## config.mk

```make
export PLATFORM = sky130hd
export DESIGN_NAME = led_arbiter
export DESIGN_NICKNAME = d
export VERILOG_FILES = /design/src/rtl/led_pkg.sv /design/src/rtl/led_tick_div.sv /design/src/rtl/led_arbiter.sv
export SDC_FILE = /design/constraint.sdc
export NUM_CORES = 1
export LEC_CHECK = 0
export CAP_MARGIN = 10
export CELL_PAD_IN_SITES_DETAIL_PLACEMENT = 0
export CELL_PAD_IN_SITES_GLOBAL_PLACEMENT = 1
export CORE_MARGIN = 2
export CORE_UTILIZATION = 42
export DETAILED_ROUTE_END_ITERATION = 10
export PLACE_DENSITY_LB_ADDON = 0.12
export RECOVER_POWER = 100
export SLEW_MARGIN = 10
export SYNTH_ARGS = -nofsm -noshare
export SYNTH_HDL_FRONTEND = slang
export SYNTH_SLANG_ARGS = --single-unit
```

## constraint.sdc

```tcl
create_clock -name clk_in -period 2.42 [get_ports clk_in]
set_input_delay 0.484 -clock clk_in [delete_from_list [all_inputs] [get_ports clk_in]]
set_output_delay 0.484 -clock clk_in [all_outputs]
set_load 0.02 [all_outputs]
```

## src/rtl/led_pkg.sv

```systemverilog
// Shared encodings and helpers for the LED arbiter family.
// Round-robin pointer arithmetic and pattern selection live here so other LED blocks can reuse them.
package led_pkg;

    localparam int N_REQ = 3;
    localparam int LED_W = 3;
    localparam logic [LED_W-1:0] IDLE_PAT = 3'b001;

    typedef enum logic [1:0] {
        IDLE   = 2'd0,
        OWN    = 2'd1,
        SWITCH = 2'd2
    } state_e;

    typedef logic [1:0] req_idx_t;

    function automatic req_idx_t rr_next(input req_idx_t idx);
        return (idx == req_idx_t'(N_REQ - 1)) ? '0 : idx + req_idx_t'(1);
    endfunction

    function automatic logic [N_REQ-1:0] onehot(input req_idx_t idx);
        return N_REQ'(1) << idx;
    endfunction

    function automatic logic [LED_W-1:0] pat_of(input logic [N_REQ*LED_W-1:0] pat_all,
                                                input req_idx_t idx);
        return pat_all[idx*LED_W +: LED_W];
    endfunction

endpackage

```

## src/rtl/led_tick_div.sv

```systemverilog
// Free-running prescaler: tick is high for one cycle every DIV_FCTR cycles.
// tick decodes the counter combinationally; first tick lands DIV_FCTR cycles after reset.
module led_tick_div #(
    parameter int DIV_FCTR = 24_000_000
) (
    input  logic clk_in,
    input  logic rst,
    output logic tick
);

    localparam int CNT_W = $clog2(DIV_FCTR);
    localparam logic [CNT_W-1:0] CNT_MAX = CNT_W'(DIV_FCTR - 1);

    logic [CNT_W-1:0] div_cnt_q;
    logic [CNT_W-1:0] div_cnt_d;

    assign tick      = (div_cnt_q == CNT_MAX);
    assign div_cnt_d = tick ? '0 : div_cnt_q + CNT_W'(1);

    always_ff @(posedge clk_in) begin
        if (rst) begin
            div_cnt_q <= '0;
        end else begin
            div_cnt_q <= div_cnt_d;
        end
    end

endmodule

```

## src/rtl/led_arbiter.sv

```systemverilog
// Round-robin owner of a shared LED; owners keep it for at least SLOT_TICKS ticks.
// Registered outputs, one-cycle pat->led_out latency; no backpressure, requests are held levels.
module led_arbiter
    import led_pkg::*;
#(
    parameter int DIV_FCTR   = 24_000_000,
    parameter int SLOT_TICKS = 4
) (
    input  logic                    clk_in,
    input  logic                    rst,
    input  logic [N_REQ-1:0]        req,
    input  logic [N_REQ*LED_W-1:0]  pat,
    output logic [N_REQ-1:0]        gnt,
    output logic                    busy,
    output logic [LED_W-1:0]        led_out
);

    localparam int SLOT_W = (SLOT_TICKS > 1) ? $clog2(SLOT_TICKS) : 1;
    localparam logic [SLOT_W-1:0] SLOT_MAX = SLOT_W'(SLOT_TICKS - 1);
    localparam req_idx_t PTR_RST = req_idx_t'(N_REQ - 1);

    logic tick;

    state_e             state_q;
    logic [N_REQ-1:0]   gnt_q;
    logic [LED_W-1:0]   led_q;
    logic [SLOT_W-1:0]  slot_cnt_q;
    logic [SLOT_W-1:0]  slot_cnt_d;
    req_idx_t           ptr_q;

    logic               win_vld;
    req_idx_t           win_idx;
    req_idx_t           cand;
    logic               slot_end;
    logic               preempt;
    logic               release_own;

    led_tick_div #(
        .DIV_FCTR (DIV_FCTR)
    ) u_tick_div (
        .clk_in (clk_in),
        .rst    (rst),
        .tick   (tick)
    );

    // Search starts one past the last winner, so the previous owner is considered last.
    always_comb begin
        win_vld = 1'b0;
        win_idx = ptr_q;
        cand    = ptr_q;
        for (int k = 0; k < N_REQ; k++) begin
            cand = rr_next(cand);
            if (!win_vld && req[cand]) begin
                win_vld = 1'b1;
                win_idx = cand;
            end
        end
    end

    // ptr_q doubles as the owner index while in OWN.
    assign slot_end    = (slot_cnt_q == SLOT_MAX);
    assign preempt     = slot_end && tick && (|(req & ~gnt_q));
    assign release_own = !req[ptr_q];
    assign slot_cnt_d  = tick ? (slot_end ? '0 : slot_cnt_q + SLOT_W'(1)) : slot_cnt_q;

    always_ff @(posedge clk_in) begin
        if (rst) begin
            state_q    <= IDLE;
            gnt_q      <= '0;
            led_q      <= IDLE_PAT;
            slot_cnt_q <= '0;
            ptr_q      <= PTR_RST;
        end else begin
            case (state_q)
                IDLE: begin
                    if (win_vld) begin
                        state_q    <= OWN;
                        gnt_q      <= onehot(win_idx);
                        led_q      <= pat_of(pat, win_idx);
                        slot_cnt_q <= '0;
                        ptr_q      <= win_idx;
                    end else if (tick) begin
                        led_q <= {led_q[0], led_q[LED_W-1:1]};
                    end
                end
                OWN: begin
                    // Release and pre-emption share one exit, so they never stack into two gaps.
                    if (release_own || preempt) begin
                        state_q <= SWITCH;
                        gnt_q   <= '0;
                        led_q   <= '0;
                    end else begin
                        led_q      <= pat_of(pat, ptr_q);
                        slot_cnt_q <= slot_cnt_d;
                    end
                end
                SWITCH: begin
                    if (win_vld) begin
                        state_q    <= OWN;
                        gnt_q      <= onehot(win_idx);
                        led_q      <= pat_of(pat, win_idx);
                        slot_cnt_q <= '0;
                        ptr_q      <= win_idx;
                    end else begin
                        state_q <= IDLE;
                        led_q   <= IDLE_PAT;
                    end
                end
                default: begin
                    state_q <= IDLE;
                    gnt_q   <= '0;
                    led_q   <= IDLE_PAT;
                end
            endcase
        end
    end

    assign gnt     = gnt_q;
    assign busy    = |gnt_q;
    assign led_out = led_q;

    gnt_onehot_a: assert property (@(posedge clk_in) disable iff (rst) $onehot0(gnt_q));

endmodule

```

# == Yosys cells after proc, flatten, opt, wreduce, memory -nomap -nowiden ==
# Index checks and enable logic that the tools add are counted.
# totals
regBits,37
input_bits,14
output_inout_bits,7
# op_classes
n_addsub,5
n_mul,2
order_cmp,4
eq_ne,13
shifts,3
muxes,34
bitwise_logic,2
reduce_logical,18
# ops
operator,count
"adder 25 x 1 -> 25 bit, second input constant",1
"== test 25 bit, second input constant",1
two-way mux 2 bit,12
two-way mux 3 bit,6
variable part select 9 x 5 -> 3 bit,2
"less-than comparator 2 x 3 -> 1 bit, second input constant",4
"== test 2 bit, second input constant",5
case mux 3 bit (3 select lines),1
"adder 2 x 1 -> 2 bit, second input constant",4
binary-select mux 1 bit (select 2 bit),4
"multiplier 2 x 2 -> 4 bit, second input constant",2
two-way mux 1 bit,8
"!= test 2 bit, second input constant",4
case mux 2 bit (3 select lines),1
case mux 3 bit (2 select lines),1
AND reduction 2 bit,3
OR reduction 3 bit,2
logical AND 1 bit,4
case mux 2 bit (2 select lines),1
AND reduction 4 bit,1
OR reduction 2 bit,2
bitwise AND 3 bit,1
zero test 1 bit,3
"!= test 3 bit, second input constant",1
7 further kinds,7

# == Logic depth before layout (Yosys ltp) ==
# Gate-level depths: netlist of the first run.
# logic_depth
depth_word,15
depth_mapped,7
ltp_nobuf,6

# == Hierarchy ==
# Synthesis of the first run repeated with hierarchy kept, for this count alone.
# hier_totals
cells_unflattened,246
hier_area_um2,2162.1
# modules_own_cells
module,instances,cells_each,area_each_um2
led_tick_div,1,140,1285.0
led_arbiter,1,106,877.1

# == Worst setup path after synthesis of the first run ==
# Ideal clock, no wire load.
# synth_path
path_kind,register -> register
start,register u_tick_div.div_cnt_q[0]
end,"register led_q[0], in the netlist led_out[0]"
setup_ps,124
arrival_ps,1729
required_time_ps,2296
setup_slack_ps,567
stages_incl_launch_ff,7
synth_period_minus_slack_ps,1853
path_cell_list,dfxtp_1 ha_1 nand2_1 or4_4 nor3_2 nor3b_1 a2111o_1
# synth_between
elab_chain_cells,6
# synth_rtl
item,line,rtl
start: declaration,led_tick_div.sv:14,logic [CNT_W-1:0] div_cnt_q;
start signal: assignment,led_tick_div.sv:24,div_cnt_q <= div_cnt_d;
== test 25 bit *,led_tick_div.sv:17,assign tick = (div_cnt_q == CNT_MAX);
logical AND 1 bit (2 in a row),led_arbiter.sv:62,assign preempt = slot_end && tick && (|(req & ~gnt_q));
logical OR 1 bit,led_arbiter.sv:88,if (release_own || preempt) begin
two-way mux 3 bit,led_arbiter.sv:88,
case mux 3 bit (3 select lines),led_arbiter.sv:74,case (state_q)
end signal: assignment,led_arbiter.sv:79,"led_q <= pat_of(pat, win_idx);"
end signal: assignment,led_arbiter.sv:83,"led_q <= {led_q[0], led_q[LED_W-1:1]};"
end signal: assignment,led_arbiter.sv:93,"led_q <= pat_of(pat, ptr_q);"
end: declaration,led_arbiter.sv:26,logic [LED_W-1:0] led_q;
# Mark *: on every way between the ends. The rest lies on a longest branch, timed or not.
# A chain may end at the register's enable or synchronous reset.

# == Final worst setup path of the first run ==
# layout_path
start,input port req[1]
end,"register led_q[0], in the netlist led_out[0]"
# layout_between
elab_chain_cells,13
# layout_rtl
item,line,rtl
start: declaration,led_arbiter.sv:11,"input logic [N_REQ-1:0] req,"
binary-select mux 1 bit (select 2 bit),led_arbiter.sv:53,if (!win_vld && req[cand]) begin
two-way mux 1 bit (implied by the code),led_arbiter.sv:53,
two-way mux 1 bit,led_arbiter.sv:53,
zero test 1 bit,led_arbiter.sv:53,
logical AND 1 bit,led_arbiter.sv:53,
two-way mux 1 bit,led_arbiter.sv:53,
zero test 1 bit,led_arbiter.sv:53,
logical AND 1 bit,led_arbiter.sv:53,
two-way mux 2 bit,led_arbiter.sv:53,
multiplier 2 x 2 -> 4 bit,led_pkg.sv:27,return pat_all[idx*LED_W +: LED_W];
variable part select 9 x 5 -> 3 bit,led_pkg.sv:27,
two-way mux 3 bit (on tied branches),"led_arbiter.sv:98, led_arbiter.sv:76",
case mux 3 bit (3 select lines),led_arbiter.sv:74,
end signal: assignment,led_arbiter.sv:79,
end signal: assignment,led_arbiter.sv:83,
end signal: assignment,led_arbiter.sv:101,"led_q <= pat_of(pat, win_idx);"
# Parallel ways exist; a longest one is shown, timed or not. The select of a mux whose other input is x is not followed.

==> results of run 1 <==
## metal layers
metal,vias to the layer above,routed length (um),global-route usage
li1,901,-,-
met1,801,2120,0.240
met2,31,2250,0.331
met3,6,169,0.0483
met4,0,67,0.0720
met5,-,0,0
## registers in the layout, indices dropped and copies added (netlist names)
| register | flops |
|---|---|
| gnt | 3 |
| led_out | 3 |
| ptr_q | 2 |
| slot_cnt_q | 2 |
| state_q | 2 |
| u_tick_div.div_cnt_q | 25 |
## logic make-up (layout without fill, tap and decap cells)
logic type               count (synthesis)  after routing  share of synthesized area
XOR/XNOR                                23             23                      0.101
buffers and inverters                   10             42                     0.0281
AND/OR/NAND/NOR                        123            123                      0.324
AO/OA/AOI/OAI                           32             32                      0.124
flip-flops                              37             37                      0.370
multiplexers                             8              8                     0.0412
adder cells (fa/ha/maj)                  2              2                     0.0125
## power by group
part           switching [mW]  internal [mW]  total [mW]  leakage (nW)
Sequential             0.0269          0.631       0.658         0.301
Combinational           0.125          0.118       0.243         0.506
Clock                   0.223          0.335       0.558        0.0574
Total                   0.375           1.08        1.46         0.865
## synth_stat cells (all sizes together)
cell / count
nor2: 40
dfxtp: 37
nand2: 20
xnor2: 13
nand3: 11
xor2: 10
nor3: 9
a21oi: 6
mux2i: 6
nand4: 6
buf: 5
nor2b: 5
o21ai: 5
a22o: 4
and3: 4
and4: 4
nor4: 4
o2bb2ai: 4
clkbuf: 3
nand2b: 3
or3: 3
a211o: 2
a211oi: 2
a22oi: 2
a31o: 2
and2: 2
ha: 2
inv: 2
mux2: 2
nand3b: 2
nor3b: 2
nor4bb: 2
or2: 2
a2111o: 1
a31oi: 1
a32oi: 1
nand4bb: 1
nor4b: 1
o221ai: 1
o31ai: 1
or3b: 1
or4: 1
## layout make-up
| type | instances | area (um2) | area share |
|---|---|---|---|
| clock inverter | 2 | 37.5 | 0.0155 |
| clock buffer | 6 | 82.6 | 0.0340 |
| inverter | 2 | 7.51 | 0.00309 |
| multi-input combinational | 188 | 1200 | 0.494 |
| sequential | 37 | 741 | 0.305 |
| timing repair buffer | 32 | 292 | 0.120 |
| tap | 54 | 67.6 | 0.0278 |
## worst max-delay path by stage
stage	slack (ps)	cells past startpoint	startpoint	end
after floorplan	570	6	u_tick_div.div_cnt_q[0]	led_out[0]
after global placement	70	6	req[2]	led_out[1]
after detailed placement	60	7	req[2]	led_out[0]
after CTS	350	6	u_tick_div.div_cnt_q[0]	led_out[0]
after global routing	150	7	req[1]	led_out[0]
final	250	7	req[1]	led_out[0]
## metrics by stage
| step | hold slack [ps] | cell area, um2 | util | setup WS [ps] |
|---|---|---|---|---|
| final | 446 | 2430 | 0.521 | 252 |
| after global routing | 464 | 2430 | 0.521 | 148 |
| after CTS | 453 | 2440 | 0.525 | 349 |
| after detailed placement | 436 | 2320 | 0.499 | 60.3 |
| after global placement | 425 | 2320 | 0.499 | 71.8 |
| after floorplan | 411 | 2000 | - | 567 |
==> out/results.ini, run 1 <==
[sta]
fmax_mhz=461
final-hold-violation-count=0
finClkSkew_ps=6.55
final-setup-viol-count=0
rsz0062_at_grt=false
drv_slew=0
fin_setup_tns_ps=0
min_period_ps=2170
tightest_slew_ps=465
period_share=0.896
max_slew_margin=0.689

[route]
vias=1739
dr.pass1.iters=5
wl_per_cell_um=14.3
drc=0
drt_iter0_drc=98
ant_nets=0
via_per_inst=5.42
routed_wl_um=4600

[worst_setup_path]
r2r_end=gnt[0]
crit_type=in2reg
slowest_stage=dlygate4sd3_1
worst-r2r-cell-count=7
worstPathCellList=dlygate4sd3_1, nand2b_1, a22o_1, clkbuf_1, a31oi_1, o21ai_0, a2111o_1
cp-end-kind=register
critPathBufInv=2
slowest_delay_ps=690
critPathMaxFanout=7
rr_startpoint=u_tick_div.div_cnt_q[0]
start_kind=input pin
crit_family=compound AO/OA/AOI/OAI gates
crit_required_ps=2590
ff2ff_setup_slack_ps=340
arrival_ps=2340

[grt]
grt_max_degree=24
antenna_found_initial=0
gr-total-overflow=0
grt.total_usage=0.196
grt_pass1_vias=1733
grt_pass1_wl_um=8140

[finish]
drive_above_1_share=0.105
final_cell_count_no_fill=321
antennaDiodeCount=0
nFillCells=486
area_growth_syn_to_layout_pct=21.1
nets=282
layout_common_cells=40 x nor2_1, 37 x dfxtp_1, 20 x nand2_1
final_common_cell=nor2_1

[logic_synthesis]
yosysWarnings=0
ys_types=51
synthTopCellsByArea=dfxtp_1 37%, nor2_1 7.5%, xnor2_1 5.7%, xor2_1 4.4%, nand2_1 3.7%
synth_top_area_frac=0.370
synth_seq_cells=37
syn_nets=251
syn_avg_cell_area_um2=8.52
netlist_area_um2=2000
yosysTopAreaCell=dfxtp_1
synth_cells=235
ys_seq_area_frac=0.370

[cts]
cts_buffers=5
cts.sinks=37
clkTransAtPathRegs_ps=70
clockBufferDepth=2
cts-htree-levels=2
root_buffer=clkbuf_8
cts_hold_buf=0
postCtsSetupRepairBufs=0
clkLatencyLatePin_ps=290
ctsResizeCount=0
cts_tree=done

[place]
io_buffers=20
dp_hpwl_um=3420
gp_congestion=0.825
dpl.cell_count=313

[die]
row_count=25
die-area_um2=5340
pin_count=21
floorplan.initialDensity=0.430
fp.coreArea_um2=4660
die_x_um=73.1
die_h_um=73.1

[worst_hold_path]
min_from=u_tick_div.div_cnt_q[0]
min_path_cells=1
min_path_type=reg2reg
worstHoldEndpoint=u_tick_div.div_cnt_q[0]

[pwr]
power_mw=1.46
powerDensity_nw_per_um2=601
leakagePower_nw=0.865
vdd_drop_max_mv=0.296

[outcome]
status=completed

[flow_run]
max_cap_viol_count=0

Power figures use the tool's default switching activity.
==> run 2, diff against run 1 <==
CORE_UTILIZATION = 30   (was 42)
==> run 2 against run 1 <==
Net effect:
- sequential share of layout area down 0.45 points
- setup slack worse by 2.6 ps
- global-route usage is 4.8 points lower
- clock-buffer cell count up 1
- clock power fell by 1%
- critical path type unchanged
- largest cell class unchanged
- largest power group unchanged
==> out/results.ini, run 2 (synthesis results as in run 1) <==
[outcome]
status=completed

[sta]
min_period_ps=2170  ; +2.62 ps
tightest_slew_ps=470  ; +5.45 ps
final-hold-violation-count=0  ; unchanged
drv_slew=0  ; unchanged
finClkSkew_ps=5.02  ; -1.53 ps
final-setup-viol-count=0  ; unchanged
period_share=0.897  ; +0.00108
fmax_mhz=461  ; -0.12%
fin_setup_tns_ps=0  ; unchanged
rsz0062_at_grt=false
timing.hold.ws_ps=439  ; -7.14 ps
max_slew_margin=0.686  ; -0.00309

[worst_setup_path]
worst-r2r-cell-count=7  ; unchanged
cp-end-kind=register
critPathMaxFanout=7  ; unchanged
start_kind=input pin
arrival_ps=2340  ; about the same
crit_required_ps=2590  ; about the same
startpoint=req[2]
rr_startpoint=u_tick_div.div_cnt_q[0]
crit_type=in2reg

[worst_hold_path]
min_path_type=reg2reg
min_from=u_tick_div.div_cnt_q[0]
min_path_cells=1  ; unchanged

[place]
io_buffers=20  ; unchanged
dp_hpwl_um=3710  ; +8.3%
gp_congestion=0.729  ; -12%
dpl.cell_count=337  ; +7.7%
place_area_um2=2360  ; +1.6%

[route]
drt-met1-wl_um=2290  ; +8.3%
drc=0  ; unchanged
via_per_inst=5.11  ; -5.7%
highest_layer=met4
dr_wl_met2_um=2400  ; +6.6%
wl_per_cell_um=14.3  ; -0.55%
routed_wl_um=4920  ; +6.9%
vias=1762  ; +1.3%
wl_met3_um=137  ; -19%
dr.pass1.iters=4  ; -1
drt_iter0_drc=102  ; +4.1%
ant_nets=0  ; unchanged

[grt]
gr-total-overflow=0  ; unchanged
grt.total_usage=0.148  ; -0.0483
grt_pass1_wl_um=8710  ; +7.1%
grt_max_degree=20  ; -17%
grt_pass1_vias=1767  ; +2.0%
antenna_found_initial=0  ; unchanged

[cts]
cts_tree=done
cts-htree-levels=2  ; unchanged
root_buffer=clkbuf_8
postCtsSetupRepairBufs=0  ; unchanged
cts.sinks=37  ; unchanged
cts_hold_buf=0  ; unchanged
clkTransAtPathRegs_ps=70  ; about the same
ctsResizeCount=0  ; unchanged
clkLatencyLatePin_ps=280  ; about the same
clockBufferDepth=2  ; unchanged
cts_buffers=5  ; unchanged

[pwr]
powerDensity_nw_per_um2=590  ; -1.9%
leakagePower_nw=0.875  ; +1.2%
vdd_drop_max_mv=0.292  ; -1.1%

[die]
die_h_um=85.7  ; +17%
floorplan.initialDensity=0.314  ; -0.116
pin_count=21  ; unchanged
die-area_um2=7350  ; +38%
row_count=29  ; +16%
fp.coreArea_um2=6390  ; +37%
die_x_um=85.7  ; +17%

[finish]
top_register=u_tick_div.div_cnt_q
nFillCells=685  ; +41%
design_area_um2=2460  ; +1.5%
postLayoutCoreUtil=0.386  ; -0.135
final_common_cell=nor2_1
largest_register_ffs=25  ; unchanged
final_cell_count_no_fill=345  ; +7.5%
layout_common_cells=40 x nor2_1, 37 x dfxtp_1, 20 x nand2_1
drive_above_1_share=0.108  ; +0.00334
area_growth_syn_to_layout_pct=22.9
antennaDiodeCount=0  ; unchanged
nets=283  ; +0.35%

[flow_run]
max_cap_viol_count=0  ; unchanged

run 2: routing by layer:
layer  vias up  global-route usage
li1        903                   -
met1       832               0.187
met2        20               0.250
met3         7              0.0279
met4         0              0.0563
met5         -                   0
run 2: area by class of cell:
type / count / area [um2] / area share
multi-input cells: 188 / 1200 / 0.487
flip-flops and latches: 37 / 741 / 0.301
repair buffers: 33 / 303 / 0.123
well taps: 77 / 96.3 / 0.0391
clock buffers: 7 / 86.3 / 0.0351
clock inverters: 1 / 30.0 / 0.0122
inverters: 2 / 7.51 / 0.00305
run 2: worst paths after layout:
| kind | end | slack (ps) |
|---|---|---|
| worst min-delay path | u_tick_div.div_cnt_q[0] | 440 |
| worst max register to register | u_tick_div.div_cnt_q[2] | 270 |
| worst min register to register | u_tick_div.div_cnt_q[0] | 440 |
| worst max-delay path | led_out[0] | 250 |
run 2: worst max-delay path, cell delays in order:
cell and delay [ps]:
dlygate4sd3_1 630, nor2b_1 170, a22o_1 270, buf_4 160
a31oi_1 140, o21ai_0 120, a2111o_1 370
run 2: power by group:
| part | leakage, nW | switching (mW) | internal (mW) |
|---|---|---|---|
| clock | 0.0585 | 0.216 | 0.336 |
| combinational | 0.515 | 0.124 | 0.118 |
| sequential | 0.301 | 0.0289 | 0.631 |
run 2: through the flow:
step	worst slack, ps	power (mW)
floorplan	567	0.811
global placement	68.4	0.930
detailed placement	33.4	0.926
CTS	292	1.48
global route	122	1.53
finish	249	1.45
==> run 3, diff against run 2 <==
CAP_MARGIN = 20   (was 10)
SLEW_MARGIN = 20   (was 10)
clock period = 2.8 ns   (was 2.42 ns; I/O delays follow)
==> run 3 against run 2 <==
Net effect:
- clock-buffer cell count decreased by 2
- clock skew increased by 0.53 ps
- flip-flop and latch count unchanged
- wire length decreased by 2.4%
- largest cell class unchanged
==> out/results.ini, run 3 (synthesis results as in run 1) <==
[finish]
antennaDiodeCount=0  ; unchanged
nets=274  ; -3.2%
final_common_cell=nor2_1
area_growth_syn_to_layout_pct=19.9
largest_register_ffs=25  ; unchanged
nFillCells=680  ; -0.73%
postLayoutCoreUtil=0.376  ; -0.00940
top_register=u_tick_div.div_cnt_q
layout_common_cells=40 x nor2_1, 37 x dfxtp_1, 20 x nand2_1
drive_above_1_share=0.0849  ; -0.0233

[cts]
cts_buffers=5  ; unchanged
clockBufferDepth=2  ; unchanged
root_buffer=clkbuf_8
cts_hold_buf=0  ; unchanged
cts_tree=done
ctsResizeCount=0  ; unchanged
clkLatencyLatePin_ps=290  ; about the same
cts.sinks=37  ; unchanged
clkTransAtPathRegs_ps=80  ; about the same
postCtsSetupRepairBufs=0  ; unchanged
cts-htree-levels=2  ; unchanged

[route]
ant_nets=0  ; unchanged
drc=0  ; unchanged
vias=1704  ; -3.3%
drt_iter0_drc=101  ; -0.98%
wl_per_cell_um=14.3  ; +0.22%
via_per_inst=5.07  ; -0.70%
routed_wl_um=4800  ; -2.4%
dr.pass1.iters=4  ; unchanged

[pwr]
power_mw=1.31  ; -9.6%
intPower_uw=987  ; -9.0%
seqPwrFrac=0.438  ; -0.016
vdd_drop_max_mv=0.273  ; -6.5%
swShare=0.248  ; -0.00504
switchingPower_uw=326  ; -11%
clock_power_share=0.422  ; +0.042
leakagePower_nw=0.838  ; -4.1%
p_comb_frac=0.140  ; -0.026
powerDensity_nw_per_um2=546  ; -7.4%

[outcome]
status=completed

[worst_setup_path]
crit_required_ps=2990  ; +400 ps
worstPathCellList=dlygate4sd3_1, nor2b_1, a22o_1, mux2_1, a22o_1, a211o_1
crit_type=in2reg
slowest_stage=dlygate4sd3_1
ff2ff_setup_slack_ps=490  ; +220 ps
critPathMaxFanout=8  ; +1
crit_family=compound AO/OA/AOI/OAI gates
r2r_end=u_tick_div.div_cnt_q[3]
rr_startpoint=u_tick_div.div_cnt_q[0]
arrival_ps=2520  ; +180 ps
crit_path_frequent_cell=a22o_1
worst-r2r-cell-count=6  ; -1
critPathBufInv=1  ; -1
slowest_delay_ps=650  ; +20 ps
start_kind=input pin
cp-end-kind=register

[die]
row_count=29  ; unchanged
fp.coreArea_um2=6390  ; unchanged
die-area_um2=7350  ; unchanged
die_x_um=85.7  ; unchanged
die_h_um=85.7  ; unchanged
pin_count=21  ; unchanged
floorplan.initialDensity=0.314  ; unchanged

[sta]
fmax_mhz=430
rsz0062_at_grt=false
fin_setup_tns_ps=0  ; unchanged
min_period_ps=2330
tightest_slew_ps=571  ; +101 ps
max_slew_margin=0.619  ; -0.0668
final-hold-violation-count=0  ; unchanged
finClkSkew_ps=5.55  ; +0.534 ps
period_share=0.831
final-setup-viol-count=0  ; unchanged
drv_slew=0  ; unchanged

[worst_hold_path]
min_path_cells=1  ; unchanged
worstHoldEndpoint=u_tick_div.div_cnt_q[0]
min_from=u_tick_div.div_cnt_q[0]
min_path_type=reg2reg

[grt]
grt_max_degree=24  ; +20%
gr-total-overflow=0  ; unchanged
grt_pass1_vias=1713  ; -3.1%
grt_pass1_wl_um=8280  ; -5.0%
grt.total_usage=0.143  ; -0.00517
antenna_found_initial=0  ; unchanged

[place]
io_buffers=20  ; unchanged
gp_congestion=0.766  ; +5.1%
dp_hpwl_um=3570  ; -3.7%

[flow_run]
max_cap_viol_count=0  ; unchanged

==> run 3: worst max-delay path by stage <==
stage / depth (start not counted) / from / slack, ps / endpoint
final: 6 / req[2] / 470 / led_out[1]
after global routing: 6 / u_tick_div.div_cnt_q[0] / 260 / u_tick_div.div_cnt_q[3]
after CTS: 6 / req[2] / 560 / led_out[1]
after detailed placement: 6 / req[2] / 250 / led_out[1]
after global placement: 6 / req[2] / 250 / led_out[1]
after floorplan: 6 / req[2] / 910 / led_out[1]
==> run 3: cell type report <==
class | instances | area (um2) | share of cell area
Multi-Input combinational cell | 188 | 1190 | 0.497
Sequential cell | 37 | 741 | 0.308
Timing Repair Buffer | 24 | 230 | 0.0958
Tap cell | 77 | 96.3 | 0.0401
Clock buffer | 5 | 68.8 | 0.0286
Clock inverter | 3 | 65.1 | 0.0271
Inverter | 2 | 7.51 | 0.00313
==> run 3: metal layers <==
| metal | vias to the layer above | GRT usage | routed length [um] |
|---|---|---|---|
| met5 | - | 0 | 0 |
| li1 | 884 | - | - |
| met4 | 0 | 0.0505 | 72 |
| met2 | 19 | 0.247 | 2370 |
| met1 | 796 | 0.175 | 2240 |
| met3 | 5 | 0.0298 | 118 |
==> run 3: power by group through the flow <==
stage | clock [mW] | combinational [mW] | sequential, mW
floorplan | 0 | 0.121 | 0.581
global placement | 0 | 0.192 | 0.590
detailed placement | 0 | 0.191 | 0.589
CTS | 0.577 | 0.192 | 0.577
global route | 0.594 | 0.202 | 0.581
finish | 0.554 | 0.183 | 0.575
==> run 3: through the flow <==
step | setup slack [ps] | hold WS, ps | std cells | area (um2)
floorplan | 913 | 411 | 235 | 2000
global placement | 253 | 426 | 328 | 2280
detailed placement | 249 | 432 | 328 | 2280
CTS | 562 | 443 | 336 | 2410
global route | 259 | 467 | 336 | 2400
finish | 473 | 441 | 336 | 2400
